==> config.mk <==
export PLATFORM = sky130hd
export DESIGN_NAME = cpu_mem_bridge
export DESIGN_NICKNAME = d
export VERILOG_FILES = /design/src/rtl/cpu_mem_bridge.sv
export SDC_FILE = /design/constraint.sdc
export NUM_CORES = 1
export LEC_CHECK = 0
export CAP_MARGIN = 20
export CORE_MARGIN = 4
export CORE_UTILIZATION = 35
export DETAILED_ROUTE_END_ITERATION = 10
export HOLD_SLACK_MARGIN = 0.03
export PLACE_DENSITY = 0.69
export SETUP_SLACK_MARGIN = 0.1
export SYNTH_ARGS = -nofsm -noshare
export SYNTH_HDL_FRONTEND = slang
export SYNTH_SLANG_ARGS = --single-unit
==> constraint.sdc <==
create_clock -name clk -period 1.9 [get_ports clk]
set_input_delay 0.38 -clock clk [delete_from_list [all_inputs] [get_ports clk]]
set_output_delay 0.38 -clock clk [all_outputs]
set_load 0.05 [all_outputs]
==> src/rtl/cpu_mem_bridge.sv <==
// cpu_mem_bridge: arbitrates instruction read, data read and data write
// requests from the core onto one byte-enabled synchronous RAM port.
// Ports:
//   clk, rst_n                           clock, async active-low reset
//   i_read_*, d_read_*, d_write_*        request pulses with size/address/data
//   read_valid/read_data/read_src        read response to the core
//   write_finish, misalign               write done / misaligned-grant pulses
//   mem_re/mem_we/mem_adr/mem_be/...     RAM port
module cpu_mem_bridge #(
   parameter int AW     = 16,
   parameter int RD_LAT = 1
) (
   input  logic          clk,
   input  logic          rst_n,
   input  logic          i_read_req,
   input  logic          i_read_w,
   input  logic          i_read_hw,
   input  logic [31:0]   i_read_adr,
   input  logic          d_read_req,
   input  logic          d_read_w,
   input  logic          d_read_hw,
   input  logic [31:0]   d_read_adr,
   input  logic          d_write_req,
   input  logic          d_write_w,
   input  logic          d_write_hw,
   input  logic [31:0]   d_write_adr,
   input  logic [31:0]   d_write_data,
   output logic          read_valid,
   output logic [31:0]   read_data,
   output logic          read_src,
   output logic          write_finish,
   output logic          misalign,
   output logic          mem_re,
   output logic          mem_we,
   output logic [AW-3:0] mem_adr,
   output logic [3:0]    mem_be,
   output logic [31:0]   mem_wdata,
   input  logic [31:0]   mem_rdata
);

   localparam logic [1:0] S_IDLE = 2'd0;
   localparam logic [1:0] S_RD   = 2'd1;
   localparam logic [1:0] S_RESP = 2'd2;
   localparam logic [1:0] S_WR   = 2'd3;

   localparam logic [1:0] SZ_B = 2'd0;
   localparam logic [1:0] SZ_H = 2'd1;
   localparam logic [1:0] SZ_W = 2'd2;

   function automatic logic [1:0] size_of(input logic w, input logic hw);
      if (w)
         return SZ_W;
      else if (hw)
         return SZ_H;
      else
         return SZ_B;
   endfunction

   logic          unused_adr;
   assign unused_adr = ^{i_read_adr[31:AW], d_read_adr[31:AW],
                         d_write_adr[31:AW]};

   logic [1:0]    state_q, state_d;
   logic [2:0]    cnt_q, cnt_d;

   logic          ir_pend_q, ir_pend_d;
   logic [AW-1:0] ir_adr_q, ir_adr_d;
   logic [1:0]    ir_sz_q, ir_sz_d;
   logic          dr_pend_q, dr_pend_d;
   logic [AW-1:0] dr_adr_q, dr_adr_d;
   logic [1:0]    dr_sz_q, dr_sz_d;
   logic          dw_pend_q, dw_pend_d;
   logic [AW-1:0] dw_adr_q, dw_adr_d;
   logic [1:0]    dw_sz_q, dw_sz_d;
   logic [31:0]   dw_data_q, dw_data_d;

   logic          cur_src_q, cur_src_d;
   logic [1:0]    cur_a_q, cur_a_d;
   logic [1:0]    cur_sz_q, cur_sz_d;
   logic [AW-3:0] mem_adr_q, mem_adr_d;
   logic [31:0]   read_data_q, read_data_d;
   logic          read_src_q, read_src_d;

   logic          idle;
   logic          gnt_ir, gnt_dr, gnt_dw;
   logic          g_any, g_rd, g_src;
   logic [AW-1:0] g_adr;
   logic [1:0]    g_sz, g_a;
   logic [31:0]   g_dat, g_lanes, lane_rdata;
   logic [3:0]    g_be;
   logic          ir_cap, dr_cap, dw_cap;

   // Fixed priority: write, then data read, then instruction read.
   assign idle   = (state_q == S_IDLE);
   assign gnt_dw = idle && dw_pend_q;
   assign gnt_dr = idle && dr_pend_q && !dw_pend_q;
   assign gnt_ir = idle && ir_pend_q && !dr_pend_q && !dw_pend_q;

   always_comb begin
      g_any = 1'b0;
      g_rd  = 1'b0;
      g_src = 1'b0;
      g_adr = '0;
      g_sz  = SZ_B;
      g_dat = '0;
      unique case (1'b1)
         gnt_dw: begin
            g_any = 1'b1;
            g_adr = dw_adr_q;
            g_sz  = dw_sz_q;
            g_dat = dw_data_q;
         end
         gnt_dr: begin
            g_any = 1'b1;
            g_rd  = 1'b1;
            g_src = 1'b1;
            g_adr = dr_adr_q;
            g_sz  = dr_sz_q;
         end
         gnt_ir: begin
            g_any = 1'b1;
            g_rd  = 1'b1;
            g_adr = ir_adr_q;
            g_sz  = ir_sz_q;
         end
         default: ;
      endcase
   end

   assign g_a = g_adr[1:0];

   always_comb begin
      g_be    = 4'hF;
      g_lanes = g_dat;
      unique case (g_sz)
         SZ_B: begin
            g_be    = 4'b0001 << g_a;
            g_lanes = {4{g_dat[7:0]}};
         end
         SZ_H: begin
            g_be    = g_a[1] ? 4'b1100 : 4'b0011;
            g_lanes = {2{g_dat[15:0]}};
         end
         default: ;
      endcase
   end

   // Misaligned accesses still run; the low address bits are simply
   // dropped on the word-addressed RAM port.
   assign misalign  = g_any && (((g_sz == SZ_H) && g_a[0]) ||
                                ((g_sz == SZ_W) && (g_a != 2'b00)));
   assign mem_re    = g_any && g_rd;
   assign mem_we    = g_any && !g_rd;
   assign mem_be    = g_any ? g_be : 4'h0;
   assign mem_wdata = mem_we ? g_lanes : 32'h0;
   assign mem_adr   = mem_adr_d;

   always_comb begin
      lane_rdata = mem_rdata;
      unique case (cur_sz_q)
         SZ_B: lane_rdata = {24'h0, mem_rdata[{cur_a_q, 3'b000} +: 8]};
         SZ_H: lane_rdata = cur_a_q[1] ? {16'h0, mem_rdata[31:16]}
                                       : {16'h0, mem_rdata[15:0]};
         default: ;
      endcase
   end

   // A request in its own grant cycle is re-captured; otherwise a request
   // to an already-pending source is dropped.
   assign ir_cap = i_read_req  && (!ir_pend_q || gnt_ir);
   assign dr_cap = d_read_req  && (!dr_pend_q || gnt_dr);
   assign dw_cap = d_write_req && (!dw_pend_q || gnt_dw);

   always_comb begin
      ir_pend_d = ir_cap || (ir_pend_q && !gnt_ir);
      ir_adr_d  = ir_cap ? i_read_adr[AW-1:0] : ir_adr_q;
      ir_sz_d   = ir_cap ? size_of(i_read_w, i_read_hw) : ir_sz_q;
      dr_pend_d = dr_cap || (dr_pend_q && !gnt_dr);
      dr_adr_d  = dr_cap ? d_read_adr[AW-1:0] : dr_adr_q;
      dr_sz_d   = dr_cap ? size_of(d_read_w, d_read_hw) : dr_sz_q;
      dw_pend_d = dw_cap || (dw_pend_q && !gnt_dw);
      dw_adr_d  = dw_cap ? d_write_adr[AW-1:0] : dw_adr_q;
      dw_sz_d   = dw_cap ? size_of(d_write_w, d_write_hw) : dw_sz_q;
      dw_data_d = dw_cap ? d_write_data : dw_data_q;
   end

   always_comb begin
      state_d     = state_q;
      cnt_d       = cnt_q;
      cur_src_d   = cur_src_q;
      cur_a_d     = cur_a_q;
      cur_sz_d    = cur_sz_q;
      mem_adr_d   = g_any ? g_adr[AW-1:2] : mem_adr_q;
      read_data_d = read_data_q;
      read_src_d  = read_src_q;
      unique case (state_q)
         S_IDLE: begin
            if (g_any && g_rd) begin
               state_d   = S_RD;
               cnt_d     = 3'(RD_LAT);
               cur_src_d = g_src;
               cur_a_d   = g_a;
               cur_sz_d  = g_sz;
            end else if (g_any) begin
               state_d = S_WR;
            end
         end
         S_RD: begin
            cnt_d = cnt_q - 3'd1;
            if (cnt_d == 3'd0) begin
               read_data_d = lane_rdata;
               read_src_d  = cur_src_q;
               state_d     = S_RESP;
            end
         end
         S_RESP:  state_d = S_IDLE;
         default: state_d = S_IDLE;
      endcase
   end

   assign read_valid   = (state_q == S_RESP);
   assign write_finish = (state_q == S_WR);
   assign read_data    = read_data_q;
   assign read_src     = read_src_q;

   always_ff @(posedge clk or negedge rst_n) begin
      if (!rst_n) begin
         state_q     <= S_IDLE;
         cnt_q       <= '0;
         ir_pend_q   <= 1'b0;
         ir_adr_q    <= '0;
         ir_sz_q     <= '0;
         dr_pend_q   <= 1'b0;
         dr_adr_q    <= '0;
         dr_sz_q     <= '0;
         dw_pend_q   <= 1'b0;
         dw_adr_q    <= '0;
         dw_sz_q     <= '0;
         dw_data_q   <= '0;
         cur_src_q   <= 1'b0;
         cur_a_q     <= '0;
         cur_sz_q    <= '0;
         mem_adr_q   <= '0;
         read_data_q <= '0;
         read_src_q  <= 1'b0;
      end else begin
         state_q     <= state_d;
         cnt_q       <= cnt_d;
         ir_pend_q   <= ir_pend_d;
         ir_adr_q    <= ir_adr_d;
         ir_sz_q     <= ir_sz_d;
         dr_pend_q   <= dr_pend_d;
         dr_adr_q    <= dr_adr_d;
         dr_sz_q     <= dr_sz_d;
         dw_pend_q   <= dw_pend_d;
         dw_adr_q    <= dw_adr_d;
         dw_sz_q     <= dw_sz_d;
         dw_data_q   <= dw_data_d;
         cur_src_q   <= cur_src_d;
         cur_a_q     <= cur_a_d;
         cur_sz_q    <= cur_sz_d;
         mem_adr_q   <= mem_adr_d;
         read_data_q <= read_data_d;
         read_src_q  <= read_src_d;
      end
   end

endmodule

==> reports/qor.yml, run 1 <==
power:
  leakagePower_nw: 5.16
  p_sw_frac: 0.440
  p_int_mw: 13.0
  clock_power_share: 0.140
  pwr-share-seq: 0.242
  p_switching_mw: 10.3
  vdd_drop_max_mv: 1.59
  p_comb_frac: 0.618
  power.density_nw_per_um2: 1980
logic_synthesis:
  synth_warnings: 0
  synth_edf_count: 0
  yosysUniqueCellTypes: 41
  synthCells: 610
  synth-async-reset-ratio: 1.00
  synth-seq-cells: 146
  yosysSeqAreaShare: 0.543
  synth.net_count: 783
  netlist_area_um2: 6730
  avgSynthCellArea_um2: 11.0
  synthFlopType: "dfrtp_1"
route:
  via_count: 5787
  routed_wl_mm: 21.6
  drt-pass1-iter-count: 5
  wl_per_cell_um: 18.7
  ant_nets: 0
  vias_per_cell: 5.02
  drc: 0
  drt_iter0_drc: 316
critical_path:
  path_max_fanout: 8
  cp.required_ns: 1.52
  cp-start-kind: "register"
  crit_type: "reg -> out"
  cp-end-kind: "primary output"
  critical_path_arrival_ns: 2.37
sta:
  hold_viol: 0
  whs_ns: 0.433
  min_period_over_period: 1.45
  setup_violations: 78
  clock_skew_ns: 0.00714
  slew_headroom: 0.663
  tightest_slew_ns: 0.508
  rsz0062_at_grt: "yes"
  fin_crit_ns: 2.75
  fmax_ghz: 0.363
  maxSlewViolCount: 0
  finalWorstSetupSlack_ns: -0.851
  setup_tns_ns: -39.07
floorplanning:
  die_h_um: 147
  rows: 50
  initial_core_util: 0.357
  die_w_um: 147
  coreArea_um2: 18800
  io_pins: 259
  die_area_um2: 21500
run_status:
  violations: "negative setup slack"
  status: "finished with violations"
clock_network:
  cts_tree: "yes"
  h-tree-depth: 4
  cts_buffers: 17
  clk_pin_slew_ns: 0.06
  clock_sinks: 146
  clockBufferDepth: 2
  cts-root-buf: "clkbuf_16"
  clock_latency_ns: 0.42
place:
  portBuffers: 210
  finalWeightedCongestion: 0.829
  dp_hpwl_mm: 15.5
  dp_slack_ns: -0.498
  postPlaceCellArea_um2: 10600
finish:
  area_growth_pct: 75.2
  finalNetCount: 1053
  n_antenna_cell: 0
  post-route-util: 0.626
  layout_commonest_cell: "dfrtp_1"
  layout_common_cells: "dfrtp_1, clkdlybuf4s50_1, nand2_1"
  fin_area_um2: 11800
  drive_gt1_frac: 0.427
grt:
  grt_antenna_before_repair: 0
  grt_pass1_wl_mm: 33.9
  use_met1: 0.254
  grt.busiest_layer: "met2"
  met2_usage: 0.328
  grt_pass1_vias: 6120
  grtUsageMet3: 0.0590
  grt.overflow.total: 0
  grt_max_degree: 65
  grt_usage: 0.201
job:
  cap_viol_max_count: 0
min_path:
  hold_path.class: "in -> async"
## metal layers
layer | wire (µm) | vias up
met1 | 9050 | 2850
met3 | 1500 | 24
met2 | 10600 | 206
li1 | - | 2707
met5 | 0 | -
met4 | 467 | 0
## what timing repair did
item / 4_1_cts / 5_1_grt
hold buffers: 1 / 0
gates cloned: 4 / 2
buffers inserted: 10 / 5
setup endpoints to repair: 119 / 110
gates resized for setup: 96 / 34
hold endpoints to repair: 36 / 0
pin swaps: 19 / 31
## registers in the layout (all words and copies together) (netlist names)
| signal | cells |
|---|---|
| state_q | 2 |
| mem_adr_q | 14 |
| cnt_q | 3 |
| cur_src_q | 1 |
| ir_adr_q | 16 |
| dr_adr_q | 16 |
| ir_pend_q | 1 |
| dw_data_q | 32 |
| read_data | 32 |
| dw_sz_q | 2 |
| dw_pend_q | 1 |
| dw_adr_q | 16 |
| dr_pend_q | 1 |
| dr_sz_q | 2 |
| read_src | 1 |
| ir_sz_q | 2 |
| cur_a_q | 2 |
| cur_sz_q | 2 |
## area by class of cell
cell class	count	area [µm²]
Fill cell	1454	7050
Timing Repair Buffer	290	3490
Inverter	17	73.8
Sequential cell	146	3660
Multi-Input combinational cell	408	3660
Tap cell	260	325
Clock buffer	20	467
Clock inverter	12	111
## path summary, 6_finish.rpt
check	startpoint	end	slack, ns	depth (start not counted)
worst max register to register	dw_pend_q$_DFF_PN0_	cnt_q[2]$_DFFE_PN0P_	-0.32	13
min in group clk	read_data[0]$_DFFE_PN0P_	read_data[0]$_DFFE_PN0P_	0.47	2
worst max-delay path	dr_pend_q$_DFF_PN0_	mem_wdata[14]	-0.85	8
worst min-delay path	rst_n	read_data[18]$_DFFE_PN0P_	0.43	2
worst min register to register	read_data[0]$_DFFE_PN0P_	read_data[0]$_DFFE_PN0P_	0.47	2
max in group asynchronous	rst_n	read_data[9]$_DFFE_PN0P_	0.83	3
## kinds of logic after synthesis
kind of cell / count (synthesis) / share of synthesized area
AOI/OAI and AO/OA: 126 / 0.120
buffers and inverters: 56 / 0.0363
and+or+nand+nor: 175 / 0.115
DFF: 146 / 0.543
adders and majority gates: 2 / 0.00372
muxes: 105 / 0.182
## power by group through the flow
| stage | clock network, mW | logic, mW | registers [mW] |
|---|---|---|---|
| 6_report | 3.25 | 14.4 | 5.64 |
| 5_1_grt | 3.46 | 15.1 | 5.81 |
| 4_1_cts | 3.32 | 14.1 | 5.58 |
| 3_5_place_dp | 0 | 13.5 | 5.53 |
| 3_3_place_gp | 0 | 13.3 | 5.48 |
| 2_1_floorplan | 0 | 7.35 | 6.01 |
## stage by stage
step	instances	total power, mW
finish	1153	23.3
global route	1153	24.4
CTS	1147	23.0
detailed placement	1100	19.0
global placement	1100	18.8
floorplan	610	13.4
## synthesized netlist by cell type (4+ instances only)
library cell | n | share of area
and2_1 | 11 | 0.010
mux2_2 | 86 | 0.14
mux4_2 | 5 | 0.017
nand3_1 | 8 | 0.0060
buf_4 | 4 | 0.0045
buf_2 | 15 | 0.011
a22oi_1 | 9 | 0.010
o21ai_0 | 57 | 0.042
nor2_1 | 12 | 0.0067
o21ai_1 | 4 | 0.0030
nand2_1 | 123 | 0.069
a21oi_1 | 11 | 0.0082
a31oi_1 | 9 | 0.0084
dfrtp_1 | 146 | 0.54
clkbuf_1 | 19 | 0.011
nand2b_1 | 10 | 0.0093
mux2i_1 | 14 | 0.021
inv_1 | 14 | 0.0078
a222oi_1 | 16 | 0.024
## critical path, cell delays in order (launching register included)
cell and delay, ns:
dfrtp_2 0.44, nor4b_4 0.15, buf_4 0.15, a222oi_1 0.36
buf_4 0.22, clkbuf_16 0.20, nand3_4 0.09, a21oi_4 0.19
buf_12 0.15
No activity file was read; power rests on OpenSTA's default activity.
==> inputs of run 2 (changes only) <==
- SLEW_MARGIN: default -> 15
==> results of run 2 <==
Final layout, timing and power as in run 1 (identical DEF).
==> RTL edit 1: new RTL, settings of run 1 <==
Put a register stage on the outputs `read_valid`, `write_finish`, `misalign`, `mem_re`, `mem_adr`, `mem_be` and `mem_wdata`. The values now appear one clock later. The other outputs are not delayed to match.
--- a/src/rtl/cpu_mem_bridge.sv
+++ b/src/rtl/cpu_mem_bridge.sv
@@ -148,11 +148,14 @@
    // Misaligned accesses still run; the low address bits are simply
    // dropped on the word-addressed RAM port.
-   assign misalign  = g_any && (((g_sz == SZ_H) && g_a[0]) ||
-                                ((g_sz == SZ_W) && (g_a != 2'b00)));
-   assign mem_re    = g_any && g_rd;
    assign mem_we    = g_any && !g_rd;
-   assign mem_be    = g_any ? g_be : 4'h0;
-   assign mem_wdata = mem_we ? g_lanes : 32'h0;
-   assign mem_adr   = mem_adr_d;
+   always_ff @(posedge clk) begin
+      read_valid   <= (state_q == S_RESP);
+      write_finish <= (state_q == S_WR);
+      misalign     <= g_any && (((g_sz == SZ_H) && g_a[0]) || ((g_sz == SZ_W) && (g_a != 2'b00)));
+      mem_re       <= g_any && g_rd;
+      mem_adr      <= mem_adr_d;
+      mem_be       <= g_any ? g_be : 4'h0;
+      mem_wdata    <= mem_we ? g_lanes : 32'h0;
+   end
 
    always_comb begin
@@ -219,6 +222,4 @@
    end
 
-   assign read_valid   = (state_q == S_RESP);
-   assign write_finish = (state_q == S_WR);
    assign read_data    = read_data_q;
    assign read_src     = read_src_q;
Check against the original RTL: not equivalent (Yosys sat finds a counterexample within 4 cycles, from zero or initial values and one cycle with rst_n low).
==> RTL edit 1 against run 1 <==
Sequential power up 30%; hold slack gained 0.040 ns; total power down 11%; wire length up 1.3%; sequential cell count is 54 higher; setup slack better by 0.91 ns; area after synthesis up 17%; design area down 4.5%.
==> RTL edit 1: results (changes against run 1) <==
status=finished, final reports clean; syn nets=838 (+7.0%); Worst R2R Setup Slack=0.08 ns (+0.40 ns); ys async rst share=0.730 (-0.270); placed cell area=10,500 µm² (-0.35%); Mapped Cells=665 (+9.0%); worst path arrival time=1.46 ns (-0.91 ns); vias post-DR=5,982 (+3.4%); initial antenna violation count=2 (+2); Fillers=1,935 (+33%); peak supply drop=942 µV (-41%); Finished Cell Area=11,300 µm² (-4.5%); R2R Path End=ir_adr_q[15]; NumNets Final=1,090 (+3.5%); post-place setup slack=-0.0349 ns (+0.463 ns); ranking of synthesized cells by area=dfrtp_1 47%, dfxtp_1 14%, mux2_2 12%, nand2_1 4.4%, o21ai_0 4.3%; layout cells sized above 1=0.275 (-0.151); Total GRT Usage=0.176 (-0.0244); sequential-to-total area share from yosys stat=0.603 (+0.0601); routability cong.=0.830 (+0.21%); r2r startpoint=state_q[0]; Lkg Pwr=5.12 nW (-0.90%); vias in the first global route=6,241 (+2.0%); first-pass GRT wire length=34.1 mm (+0.57%); Max FO, Critical Path=6 (-2); HPWL after DPL=16.2 mm (+4.8%); critical path capture point=mem_we; DR iter-0 viols=427 (+35%); dpl cells=1,163 (+5.7%); fin crit period=1.84 ns (-0.913 ns); Worst R2R Path Depth=6 (-7); number of gates resized after cts=54 (-44%); crit-path max cell delay=0.39 ns (-0.05 ns); total wire length=21.9 mm (+1.3%); worst-margin pin slew=0.503 ns (-0.00404 ns); Synth top cells by count=146 x dfrtp_1, 93 x nand2_1, 81 x mux2_2, 67 x o21ai_0, 54 x dfxtp_1; Internal=12.0 mW (-7.8%); CP max stage cell=dfrtp_1; H-tree levels=4 (unchanged); largest net degree at the start of global routing=48 (-26%)
RTL edit 1: worst min-delay path by stage:
stage | from | end | slack [ns]
final | rst_n | read_data[19] | 0.47
after global routing | rst_n | read_data[19] | 0.49
after global placement | rst_n | read_data[20] | 0.37
after floorplan | rst_n | cnt_q[0] | 0.08
after CTS | rst_n | read_data[19] | 0.48
after detailed placement | rst_n | read_data[19] | 0.37
RTL edit 1: per-layer routing:
metal | vias to the layer above | track usage | share of wire | routed length, µm
li1 | 2850 | - | - | -
met4 | 4 | 0.0590 | 0.019 | 426
met3 | 27 | 0.0517 | 0.069 | 1510
met1 | 2920 | 0.222 | 0.43 | 9360
met2 | 181 | 0.292 | 0.48 | 10600
met5 | - | 0 | 0.00096 | 21
RTL edit 1: area by class of cell:
cell class / instances / area share
Sequential cell: 200 / 0.421
Multi-Input combinational cell: 408 / 0.263
Timing Repair Buffer: 275 / 0.231
Clock buffer: 21 / 0.0418
Tap cell: 280 / 0.0311
Clock inverter: 11 / 0.00745
Inverter: 15 / 0.00523
Antenna cell: 1 / 0.000222
RTL edit 1: kinds of logic after synthesis:
kind of cell / synth area share
compound gates: 0.125
xor+xnor: 0.00223
fa+ha+maj: 0.00319
buf+inv: 0.0316
flops: 0.603
mux: 0.147
simple gates: 0.0878
RTL edit 1: power groups by stage:
stage	combinational [mW]	sequential, mW	clock, mW
after global placement	9.83	7.37	0
after detailed placement	9.98	7.42	0
final	9.97	7.34	3.43
after floorplan	3.96	9.73	0
after CTS	9.77	7.33	3.52
after global routing	10.7	7.58	3.71
RTL edit 1: worst max-delay path, delay by kind of cell, from the launching register on:
family                 cells  cell delay, ns
buffers and inverters      4            0.47
and+or+nand+nor            2            0.17
DFF                        1            0.39
==> RTL edit 2: new RTL, flow settings as in run 1 <==
Without the edit above. Change the parameter `AW` from 16 to 15.
--- a/src/rtl/cpu_mem_bridge.sv
+++ b/src/rtl/cpu_mem_bridge.sv
@@ -8,5 +8,5 @@
 //   mem_re/mem_we/mem_adr/mem_be/...     RAM port
 module cpu_mem_bridge #(
-   parameter int AW     = 16,
+   parameter int AW     = 15,
    parameter int RD_LAT = 1
 ) (
Ports: changed (resized mem_adr); port bits go from 259 to 258. The function was not compared with the original's and may differ.
==> RTL edit 2 against run 1 <==
The flow still finishes with violations (negative setup slack); sequential cell count decreased by 4; global-route usage grew 0.35 points; setup slack better by 0.0018 ns; total power fell by 2.3%; register-to-register slack got worse by 0.05 ns; area after synthesis is 2.3% lower; design area decreased by 2.5%; wire length increased by 1.8%; die area decreased by 2.2%; critical endpoint is now mem_wdata[30]; largest power group unchanged; highest routed layer unchanged.
==> RTL edit 2: results (changes against run 1) <==
Fillers=1,387 (-4.6%); Worst setup startpoint=state_q[1]; worst-margin pin slew=0.657 ns (+0.150 ns); # setup viols final=74 (-5.1%); layout cells sized above 1=0.449 (+0.0222); delay-heaviest family, CP=compound AO/OA/AOI/OAI gates; Total GRT Usage=0.204 (+0.00355); Synth top cells by count=142 x dfrtp_1, 119 x nand2_1, 86 x mux2_2, 57 x o21ai_0, 20 x clkbuf_1; HPWL after DPL=14.4 mm (-7.2%); Distinct cells, synth=43 (+4.9%); DR iter-0 viols=274 (-13%); NumNets Final=1,049 (-0.38%); r2r startpoint=state_q[0]; Port Buf Inserts=206 (-1.9%); Post-Route Skew=0.00707 ns (-0.0000704 ns); wl on met1=8.99 mm (-0.71%); crit-path max cell delay=0.46 ns (+0.02 ns); Met2 Wirelength=10.7 mm (+1.6%); vias in the first global route=6,153 (+0.54%); met1 Use GR=0.258 (+0.00407); Lkg Pwr=5.14 nW (-0.43%); failing checks=negative setup slack; setup ws final=-0.849 ns (+0.00178 ns); switch share=0.449 (+0.00917); status=finished with violations; routed len/inst=19.7 µm (+5.0%); metal3 WL=1.67 mm (+11%); routing usage on met3=0.0627 (+0.00371)
[RTL edit 2: cell families (layout without fill, tap and decap cells)]
logic type,Yosys count,count (layout),synth area share
muxes,100,100,0.173
adders and majority gates,2,2,0.00381
and+or+nand+nor,174,175,0.117
AOI/OAI and AO/OA,131,132,0.129
buffers and inverters,54,338,0.0366
DFF,142,142,0.541
[RTL edit 2: power groups by stage]
stage | Combinational, mW | Sequential, mW | Clock (mW)
floorplan | 7.05 | 5.83 | 0
global placement | 12.2 | 5.25 | 0
detailed placement | 12.3 | 5.29 | 0
CTS | 13.4 | 5.40 | 3.58
global route | 14.5 | 5.65 | 3.70
finish | 13.8 | 5.48 | 3.50
[RTL edit 2: cell type report]
type | count | area [µm²] | share of cell area
Tap cell | 229 | 287 | 0.0249
Timing Repair Buffer | 290 | 3270 | 0.285
Clock inverter | 15 | 193 | 0.0168
Clock buffer | 17 | 425 | 0.0370
Sequential cell | 142 | 3560 | 0.310
Inverter | 16 | 62.6 | 0.00544
Multi-Input combinational cell | 409 | 3690 | 0.321
[RTL edit 2: path summary, 6_finish.rpt]
kind	endpoint	slack (ns)
min in group clk	read_data[16]	0.48
worst max-delay path	mem_wdata[30]	-0.85
max in group asynchronous	dr_adr_q[10]	0.80
worst max register to register	cnt_q[2]	-0.37
worst min-delay path	read_data[27]	0.48
worst min register to register	read_data[16]	0.48
[RTL edit 2: timing repair]
action,in CTS,in global routing
pin swaps,36,39
gates resized for setup,120,62
endpoints found under the setup margin,104,93
hold buffers,1,0
setup buffers,11,11
gates cloned,3,1
endpoints found under the hold margin,40,0
